### src/rtl/mux_n_pkg.sv
// Shared definitions for the registered N-way selector (mux_n_reg).
// Optional feature macro: MUX_N_PARITY_EN (adds the dout_par output).
package mux_n_pkg;

  // Selector FSM encoding: ST_IDLE=0, ST_SWITCH=1, ST_LIVE=2
  typedef enum logic [1:0] {
    ST_IDLE   = 2'd0,
    ST_SWITCH = 2'd1,
    ST_LIVE   = 2'd2
  } state_t;

  // Legal range for the CHANNELS parameter
  localparam int unsigned CH_MIN = 2;
  localparam int unsigned CH_MAX = 16;

endpackage : mux_n_pkg

### src/rtl/mux_n_comb.sv
// Purely combinational CHANNELS:1 word selector; out-of-range select yields zero.
module mux_n_comb #(
  parameter  int unsigned WIDTH    = 32,
  parameter  int unsigned CHANNELS = 4,
  localparam int unsigned SEL_W    = $clog2(CHANNELS)
) (
  input  logic [CHANNELS*WIDTH-1:0] din,
  input  logic [SEL_W-1:0]          sel,
  output logic [WIDTH-1:0]          y
);

  // Pick channel sel out of the flattened input bus
  always_comb begin
    y = '0;
    for (int unsigned k = 0; k < CHANNELS; k++) begin
      if (sel == SEL_W'(k)) y = din[k*WIDTH +: WIDTH];
    end
  end

endmodule : mux_n_comb

### src/rtl/mux_n_reg.sv
// Registered N-way datapath selector with latched select, one-cycle
// switch-over blanking and output hold.
// Optional feature macro: MUX_N_PARITY_EN (registered even parity on dout_par).
module mux_n_reg
  import mux_n_pkg::*;
#(
  parameter  int unsigned WIDTH    = 32,
  parameter  int unsigned CHANNELS = 4,
  localparam int unsigned SEL_W    = $clog2(CHANNELS)
) (
  input  logic                      clk,
  input  logic                      rst_n,
  input  logic [CHANNELS*WIDTH-1:0] din,
  input  logic [SEL_W-1:0]          sel,
  input  logic                      sel_vld,
  input  logic                      hold,
  output logic [WIDTH-1:0]          dout,
  output logic                      dout_vld,
  output logic [SEL_W-1:0]          sel_q,
`ifdef MUX_N_PARITY_EN
  output logic                      dout_par,
`endif
  output logic                      sel_err
);

  if (CHANNELS < CH_MIN || CHANNELS > CH_MAX) begin : g_bad_channels
    $error("mux_n_reg: CHANNELS out of range");
  end

  localparam logic [SEL_W:0] CH_LIM = (SEL_W + 1)'(CHANNELS);

  state_t             state_q, state_d;
  logic [SEL_W-1:0]   sel_d;
  logic [WIDTH-1:0]   dout_q, dout_d;
  logic               dout_vld_q, dout_vld_d;
  logic               sel_err_q, sel_err_d;
  logic [WIDTH-1:0]   mux_y;
  logic               in_range;
  logic               req_ok;
`ifdef MUX_N_PARITY_EN
  logic               par_q, par_d;
`endif

  mux_n_comb #(
    .WIDTH    (WIDTH),
    .CHANNELS (CHANNELS)
  ) u_mux (
    .din (din),
    .sel (sel_q),
    .y   (mux_y)
  );

  // Next-state, select latch, output data and error pulse
  always_comb begin
    in_range   = ({1'b0, sel} < CH_LIM);
    req_ok     = sel_vld & in_range;
    sel_err_d  = sel_vld & ~in_range;
    state_d    = state_q;
    sel_d      = sel_q;
    dout_d     = dout_q;
    dout_vld_d = dout_vld_q;
    unique case (state_q)
      ST_IDLE: begin
        dout_vld_d = 1'b0;
        if (req_ok) begin
          sel_d   = sel;
          state_d = ST_SWITCH;
        end
      end
      ST_SWITCH: begin
        dout_vld_d = 1'b0;
        if (req_ok) sel_d = sel;
        else        state_d = ST_LIVE;
      end
      ST_LIVE: begin
        if (!hold) begin
          dout_d     = mux_y;
          dout_vld_d = 1'b1;
        end
        // A real channel change blanks dout_vld even while hold is set
        if (req_ok && (sel != sel_q)) begin
          sel_d      = sel;
          state_d    = ST_SWITCH;
          dout_vld_d = 1'b0;
        end
      end
      default: begin
        state_d    = ST_IDLE;
        dout_vld_d = 1'b0;
      end
    endcase
`ifdef MUX_N_PARITY_EN
    par_d = ^dout_d;
`endif
  end

  // FSM and all output registers
  always_ff @(posedge clk or negedge rst_n) begin
    if (!rst_n) begin
      state_q    <= ST_IDLE;
      sel_q      <= '0;
      dout_q     <= '0;
      dout_vld_q <= 1'b0;
      sel_err_q  <= 1'b0;
`ifdef MUX_N_PARITY_EN
      par_q      <= 1'b0;
`endif
    end else begin
      state_q    <= state_d;
      sel_q      <= sel_d;
      dout_q     <= dout_d;
      dout_vld_q <= dout_vld_d;
      sel_err_q  <= sel_err_d;
`ifdef MUX_N_PARITY_EN
      par_q      <= par_d;
`endif
    end
  end

  assign dout     = dout_q;
  assign dout_vld = dout_vld_q;
  assign sel_err  = sel_err_q;
`ifdef MUX_N_PARITY_EN
  assign dout_par = par_q;
`endif

endmodule : mux_n_reg

### config.mk
export PLATFORM = sky130hd
export DESIGN_NAME = mux_n_reg
export DESIGN_NICKNAME = d
export VERILOG_FILES = /design/src/rtl/mux_n_pkg.sv /design/src/rtl/mux_n_comb.sv /design/src/rtl/mux_n_reg.sv
export SDC_FILE = /design/constraint.sdc
export NUM_CORES = 1
export LEC_CHECK = 0
export BUFFER_PORTS_ARGS = -buffer_cell sky130_fd_sc_hd__buf_2
export CORE_ASPECT_RATIO = 1.4
export CORE_MARGIN = 1
export CORE_UTILIZATION = 43
export CTS_BUF_LIST = sky130_fd_sc_hd__clkbuf_2
export CTS_CLUSTER_DIAMETER = 100
export CTS_CLUSTER_SIZE = 25
export DETAILED_ROUTE_END_ITERATION = 12
export GPL_TIMING_DRIVEN = 0
export PLACE_DENSITY = 0.81
export SLEW_MARGIN = 20
export SYNTH_ARGS = -nofsm -noshare
export SYNTH_HDL_FRONTEND = slang
export SYNTH_SLANG_ARGS = --single-unit
### constraint.sdc
create_clock -name clk -period 2 [get_ports clk]
set_input_delay 0.4 -clock clk [delete_from_list [all_inputs] [get_ports clk]]
set_output_delay 0.4 -clock clk [all_outputs]
set_load 0.05 [all_outputs]
==> results of run 1 <==
==> worst max-delay path, stage by stage (launching register included) <==
cell and delay, ns:
dfrtp_1 0.38, clkbuf_1 0.17, buf_4 0.22, buf_2 0.34, mux2i_1 0.31, o221ai_2 0.13
==> area by class of cell <==
| cell class | instances | share of cell area, % |
|---|---|---|
| Multi-Input combinational cell | 145 | 40.4 |
| Sequential cell | 37 | 27.3 |
| Timing Repair Buffer | 168 | 24.8 |
| Buffer | 21 | 3.95 |
| Tap cell | 68 | 2.51 |
| Clock buffer | 6 | 0.886 |
| Clock inverter | 1 | 0.111 |
==> stage by stage <==
| stage | total power, W | instance area (µm²) | util (%) | cells |
|---|---|---|---|---|
| floorplan | 0.00319 | 2430 | - | 203 |
| global placement | 0.00379 | 3360 | 61.2 | 439 |
| detailed placement | 0.00385 | 3360 | 61.2 | 439 |
| CTS | 0.00415 | 3390 | 61.8 | 446 |
| global route | 0.00434 | 3390 | 61.8 | 446 |
| finish | 0.00411 | 3390 | 61.8 | 446 |
==> worst max-delay path by stage <==
stage	endpoint	cells after the start	from	slack, ns
5_1_grt	dout[8]$_DFFE_PN0P_	5	sel_q[0]$_DFFE_PN0P_	0.25
6_report	dout[4]$_DFFE_PN0P_	5	sel_q[0]$_DFFE_PN0P_	0.35
2_1_floorplan	dout[10]$_DFFE_PN0P_	5	sel_q[0]$_DFFE_PN0P_	0.28
3_3_place_gp	dout[4]$_DFFE_PN0P_	5	sel_q[0]$_DFFE_PN0P_	0.39
4_1_cts	dout[4]$_DFFE_PN0P_	5	sel_q[0]$_DFFE_PN0P_	0.33
3_5_place_dp	dout[4]$_DFFE_PN0P_	5	sel_q[0]$_DFFE_PN0P_	0.37
==> kinds of logic after synthesis <==
| kind of cell | count (synthesis) | share of synthesized area (%) |
|---|---|---|
| AO/OA/AOI/OAI | 37 | 21.0 |
| multiplexers | 66 | 27.3 |
| AND/OR/NAND/NOR | 39 | 7.21 |
| XOR/XNOR | 2 | 0.721 |
| other | 1 | 0.154 |
| flip-flops | 37 | 38.1 |
| buffers and inverters | 21 | 5.51 |
==> sequential cells by signal (all words and copies together) (netlist names) <==
signal    flops
dout         32
sel_q         2
state_q       2
dout_vld      1
==> Yosys cell counts (2+ instances only) <==
cell      count
mux2i_1      64
dfrtp_1      37
nand2_1      32
o221ai_2     31
buf_2        11
buf_6         4
a21boi_0      3
clkbuf_1      3
buf_4         2
mux2_2        2
or3b_1        2
xnor2_1       2
==> routing by layer <==
metal / up-vias / track usage [%] / share of wire [%]
li1: 1117 / - / -
met1: 1050 / 23.9 / 38
met2: 106 / 39.8 / 52
met3: 18 / 4.15 / 6.0
met4: 0 / 9.60 / 3.0
met5: - / 0 / 0
==> placed cells by master, fill, tap and decap left out <==
cell type | synthesis | routed
a21boi_0 | 3 | 3
a21o_1 | 1 | 1
buf_2 | 11 | 179
buf_4 | 2 | 2
buf_6 | 4 | 4
clkbuf_1 | 3 | 3
clkbuf_2 | 0 | 6
clkbuf_4 | 1 | 1
clkinv_1 | 0 | 1
conb_1 | 1 | 1
dfrtp_1 | 37 | 37
mux2_2 | 2 | 2
mux2i_1 | 64 | 64
nand2_1 | 32 | 32
nand2b_1 | 1 | 1
nand2b_4 | 1 | 1
nor2b_1 | 1 | 1
nor3_1 | 1 | 1
o221ai_1 | 1 | 1
o221ai_2 | 31 | 31
o22ai_1 | 1 | 1
or3_1 | 1 | 1
or3b_1 | 2 | 2
xnor2_1 | 2 | 2
==> power groups by stage <==
stage	sequential [W]	clock [W]	combinational, W
floorplan	0.00239	0	0.000802
global placement	0.00123	0	0.00255
detailed placement	0.00125	0	0.00260
CTS	0.00123	0.000323	0.00260
global route	0.00128	0.000359	0.00271
finish	0.00124	0.000302	0.00257
==> impl_results.md, run 1 <==
* Status: finished clean
* Hold slack at ~0.12 ns
* Starting DRT DRC Count at 43
* Yosys Warn Count at 0
* Initial Utilization at ~44%
* Comb pwr share at between 60% and 70%
* Hold Crit Class: input pin to async pin
* FILL cells at 465
* Clk buf depth at 2
* H-tree levels at 2
* Worst setup slack after placement at ~0.37 ns
* Final Hold Viols at 0
* Register bit total from synthesis at 37
* Synth top area cells: dfrtp_1 38%, mux2i_1 26%, o221ai_2 19%
* Final setup margin at between 0.3 and 0.4 ns
* Slew Limit Fails at 0
* IO Pins at 170
* DRT antenna net count at 0
* DIE AREA at 5960 µm²
* Pwr Density at between 1000 and 1500 nW/µm²
* Largest net degree at the start of global routing at 38
* CTS tree: built
* Worst-Margin Slew at roughly 0.82 ns
* Minimum clock period at ~1.6 ns
* Netlist cell types at 22
* Vias in the first global route at between 2k and 2.5k
* Seq/Total Area, Yosys at between 30% and 40%
* Setup Skew at roughly 0.0076 ns
* FP Rows at 32
* Hpwl dp at 5240 µm
* Clock latency reported for the late side of the worst-skew pair at 0.35 ns
* Cts bufs inserted at 5
* Syn_area_per_cell at 12.0 µm²
* FFs w/ async S/R, synth at 100%
* MaxCap Viol Count at 0
* Post-route setup TNS at 0 ns
* Setup Fix Bufs, Post-CTS at 0
* Worst setup SP type: register
* Tcrit/Tclk final at roughly 80%
* Share of cells above drive strength 1 at 59.8%
* Core area at 5490 µm²
* Net Count, Synth at approximately 340
* Max IR drop VDD at roughly 0.00074 V
* CP Class: register to register
* Worst R2R Start: sel_q[0]$_DFFE_PN0P_
* Fmax at 607 MHz
* Total global routing overflow at 0
* Synth area leader: dfrtp_1
* Cells after synthesis at 203
* Routed WL at between 6000 and 7000 µm
* RSZ-0062 raised after global routing: false
* Die X at about 66 µm
* R2R Path End: dout[4]$_DFFE_PN0P_
* Yosys top cell area share at a little under two fifths
* Post-CTS sizing at 0
* Pre-antenna DRT Iters at 7
* Synth Cell Area at between 2000 and 2500 µm²
* Layout Nets at between 500 and 600
* Routed length per instance at 14.5 µm
* Root Buffer: clkbuf_2
* DR vias/cell at just over 5
* Setup crit end kind: register
* Input/output buffers at 168
* Reg2reg path depth at 5
* Reg power frac at a little under a third
* N_diodes at 0
* RD Place Congestion at ~0.84
* DRC viols at 0
* Hold-fix buffers, CTS at 0
* P_leak at roughly 1.8 nW
* Worst path required time at roughly 2.2 ns
* Chip Height at approximately 90 µm
* Clk sinks at 37
* Switch share at a little over half
* Flop2flop setup slack at ~0.35 ns
* Clk pin slew, worst setup/hold paths at 0.18 ns
* Internal Power at 0.00192 W
* Slew headroom at 45.2%
* # setup viols final at 0
* Sequential cell area at approximately 900 µm²
* Antenna violations before repair at 0
* First-pass GRT wire length at between 10,000 and 15,000 µm
* Area of the multi-input gates at 1370 µm²
* Arr. time, crit path at approximately 1.9 ns
* Clk pwr share at between 7 and 8%
* Via count at 2,291
* Total track usage at a little over a fifth
* Sw Pwr at ~0.0022 W
* Area growth syn-to-layout at 39.5%
* EDFF count, synth at 0
* Main synth FF type: dfrtp_1
* Crit path max fanout at 10
No activity file was read; power rests on OpenSTA's default activity.
==> inputs of run 2 (changes only) <==
--- a/config.mk
+++ b/config.mk
@@ -8,13 +8,13 @@
 export BUFFER_PORTS_ARGS = -buffer_cell sky130_fd_sc_hd__buf_2
 export CORE_ASPECT_RATIO = 1.4
 export CORE_MARGIN = 1
-export CORE_UTILIZATION = 43
+export CORE_UTILIZATION = 39
 export CTS_BUF_LIST = sky130_fd_sc_hd__clkbuf_2
 export CTS_CLUSTER_DIAMETER = 100
 export CTS_CLUSTER_SIZE = 25
 export DETAILED_ROUTE_END_ITERATION = 12
 export GPL_TIMING_DRIVEN = 0
-export PLACE_DENSITY = 0.81
+export PLACE_DENSITY = 0.78
 export SLEW_MARGIN = 20
 export SYNTH_ARGS = -nofsm -noshare
 export SYNTH_HDL_FRONTEND = slang
==> constraint.sdc (replaced) <==
create_clock -name clk -period 1.45 [get_ports clk]
set_input_delay 0.29 -clock clk [delete_from_list [all_inputs] [get_ports clk]]
set_output_delay 0.29 -clock clk [all_outputs]
set_load 0.05 [all_outputs]
==> run 2 against run 1 <==
  * The run now ends with setup timing left
  * Die area up 10%
  * Clock power up 50%
  * Via count up 1.9%
  * Largest cell class unchanged
  * Largest power group unchanged
==> impl_results.md, run 2 (synthesis gave the netlist of run 1 again) <==
* N_diodes at 0 (unchanged)
* CP Class: register to register (unchanged)
* CTS tree: built (unchanged)
* Initial Utilization at 40.9% (was 44.3%)
* FP Rows at 33 (was 32)
* H-tree levels at 2 (unchanged)
* Routed WL at 6770 µm (was 6490 µm)
* Post-route setup TNS at -0.970 ns (was 0 ns)
* Pwr Density at 1640 nW/µm² (was 1210 nW/µm²)
* Hold Crit Class: input pin to register (was input pin to async pin)
* Largest net degree at the start of global routing at 38 (unchanged)
* Fmax at 668 MHz (was 607 MHz)
* Crit path max fanout at 10 (unchanged)
* RD Place Congestion at 0.908 (was 0.841)
* Worst path required time at 1.74 ns (was 2.24 ns)
* Failing checks: setup timing
* # setup viols final at 30 (was 0)
* Max reg flops at 32 (unchanged)
* Input/output buffers at 168 (unchanged)
* Share of cells above drive strength 1 at 62.4% (was 59.8%)
* Sequential cell area at 928 µm² (was 926 µm²)
* Chip Height at 95.4 µm (was 90.9 µm)
* Max IR drop VDD at 0.00101 V (was 0.000739 V)
* Most frequent cells in the layout: 168 x buf_2, 62 x mux2i_1, 35 x dfrtp_1, 32 x nand2_1, 31 x o221ai_2 (was 179 x buf_2, 64 x mux2i_1, 37 x dfrtp_1, 32 x nand2_1, 31 x o221ai_2)
* Non-Filler Instances at 453 (was 446)
* Hpwl dp at 5300 µm (was 5240 µm)
* Slew headroom at 44.1% (was 45.2%)
* FILL cells at 523 (was 465)
* Minimum clock period at 1.50 ns (was 1.65 ns)
* Area growth syn-to-layout at 46.7% (was 39.5%)
* Slew Limit Fails at 0 (unchanged)
* Most common cell after layout, fill and taps aside: buf_2 (unchanged)
* Setup crit end kind: register (unchanged)
* Tcrit/Tclk final at 103% (was 82.4%)
* Clk sinks at 37 (unchanged)
* Clock latency reported for the late side of the worst-skew pair at 0.38 ns (was 0.35 ns)
* Final Hold Viols at 0 (unchanged)
* Final setup margin at -0.0467 ns (was 0.351 ns)
* Cts bufs inserted at 5 (unchanged)
* Area of the multi-input gates at 1390 µm² (was 1370 µm²)
* RSZ-0062 raised after global routing: true (was false)
* Vias in the first global route at 2,289 (was 2,259)
* Layout Nets at 516 (was 512)
* Total track usage at 20.7% (was 21.9%)
* Placed insts at 441 (was 439)
* First-pass GRT wire length at 10,000 µm (about the same)
* Arr. time, crit path at 1.79 ns (was 1.89 ns)
* Worst-Margin Slew at 0.838 ns (was 0.822 ns)
* Die X at 68.7 µm (was 65.5 µm)
* DRT antenna net count at 0 (unchanged)
* Setup Skew at 0.0242 ns (was 0.00756 ns)
* Via count at 2,335 (was 2,291)
* Status: finished with violations (was finished clean)
* Core area at 5950 µm² (was 5490 µm²)
* Starting DRT DRC Count at 75 (was 43)
* Worst setup SP type: register (unchanged)
* P_leak at 1.93 nW (was 1.84 nW)
* DIE AREA at 6550 µm² (was 5960 µm²)
* Routed length per instance at 15.0 µm (was 14.5 µm)
* Antenna violations before repair at 0 (unchanged)
* IO Pins at 170 (unchanged)
* Clk buf depth at 2 (unchanged)
* Root Buffer: clkbuf_2 (unchanged)
* Total global routing overflow at 0 (unchanged)
* MaxCap Viol Count at 0 (unchanged)
* DR vias/cell at 5.15 (was 5.14)
* DRC viols at 0 (unchanged)
* Pre-antenna DRT Iters at 4 (was 7)
* Clk pin slew, worst setup/hold paths at 0.19 ns (was 0.18 ns)
-- run 2: worst paths after layout --
check                                            start                      to  slack, ns  cells after the start
worst max-delay path            state_q[0]$_DFFE_PN0P_    dout[20]$_DFFE_PN0P_      -0.05                      4
worst min-delay path                           sel_vld  state_q[0]$_DFFE_PN0P_       0.15                      2
worst max register to register  state_q[0]$_DFFE_PN0P_    dout[20]$_DFFE_PN0P_      -0.05                      4
worst min register to register    dout[23]$_DFFE_PN0P_    dout[23]$_DFFE_PN0P_       0.50                      2
max in group asynchronous                        rst_n    sel_q[0]$_DFFE_PN0P_       0.36                      2
min in group asynchronous                        rst_n    dout_vld$_DFFE_PN0P_       0.53                      2
-- run 2: final cells by class --
type	instances	share of cell area, %
Clock buffer	7	0.983
Sequential cell	37	26.0
Tap cell	70	2.46
Multi-Input combinational cell	145	38.9
Buffer	18	6.35
Timing Repair Buffer	175	25.2
Clock inverter	1	0.105
-- run 2: repair_timing --
action	4_1_cts	5_1_grt
resized for setup	11	12
buffers inserted	2	4
setup endpoints to repair	31	33
hold buffers	1	0
hold endpoints to repair	10	0
gates cloned	0	0
-- run 2: critical path: stages (launching register included) --
cell,delay [ns]
dfrtp_1,0.44
nand2b_4,0.16
or3b_4,0.44
buf_12,0.18
o221ai_2,0.18
-- run 2: where the power goes --
part	switching (W)	total (W)	internal [W]
sequential	0.000230	0.00170	0.00147
combinational	0.00251	0.00367	0.00116
clock	0.000324	0.000453	0.000129
total	0.00307	0.00583	0.00276
-- run 2: per-layer routing --
metal	track usage, %	share of wire [%]	vias up
met3	4.07	5.9	15
met4	7.82	2.4	0
li1	-	-	1122
met5	0	0	-
met2	38.6	54	104
met1	22.2	38	1094
-- run 2: through the flow --
step	cell area, µm²	total power (W)	setup slack (ns)	util [%]	hold WS, ns
after floorplan	2490	0.00446	-0.0153	-	-0.00559
after global placement	3420	0.00529	-0.0886	57.6	0.429
after detailed placement	3420	0.00537	-0.0915	57.6	0.442
after CTS	3520	0.00586	-0.0810	59.3	0.121
after global routing	3560	0.00617	-0.120	60.0	0.0903
final	3560	0.00583	-0.0467	60.0	0.148
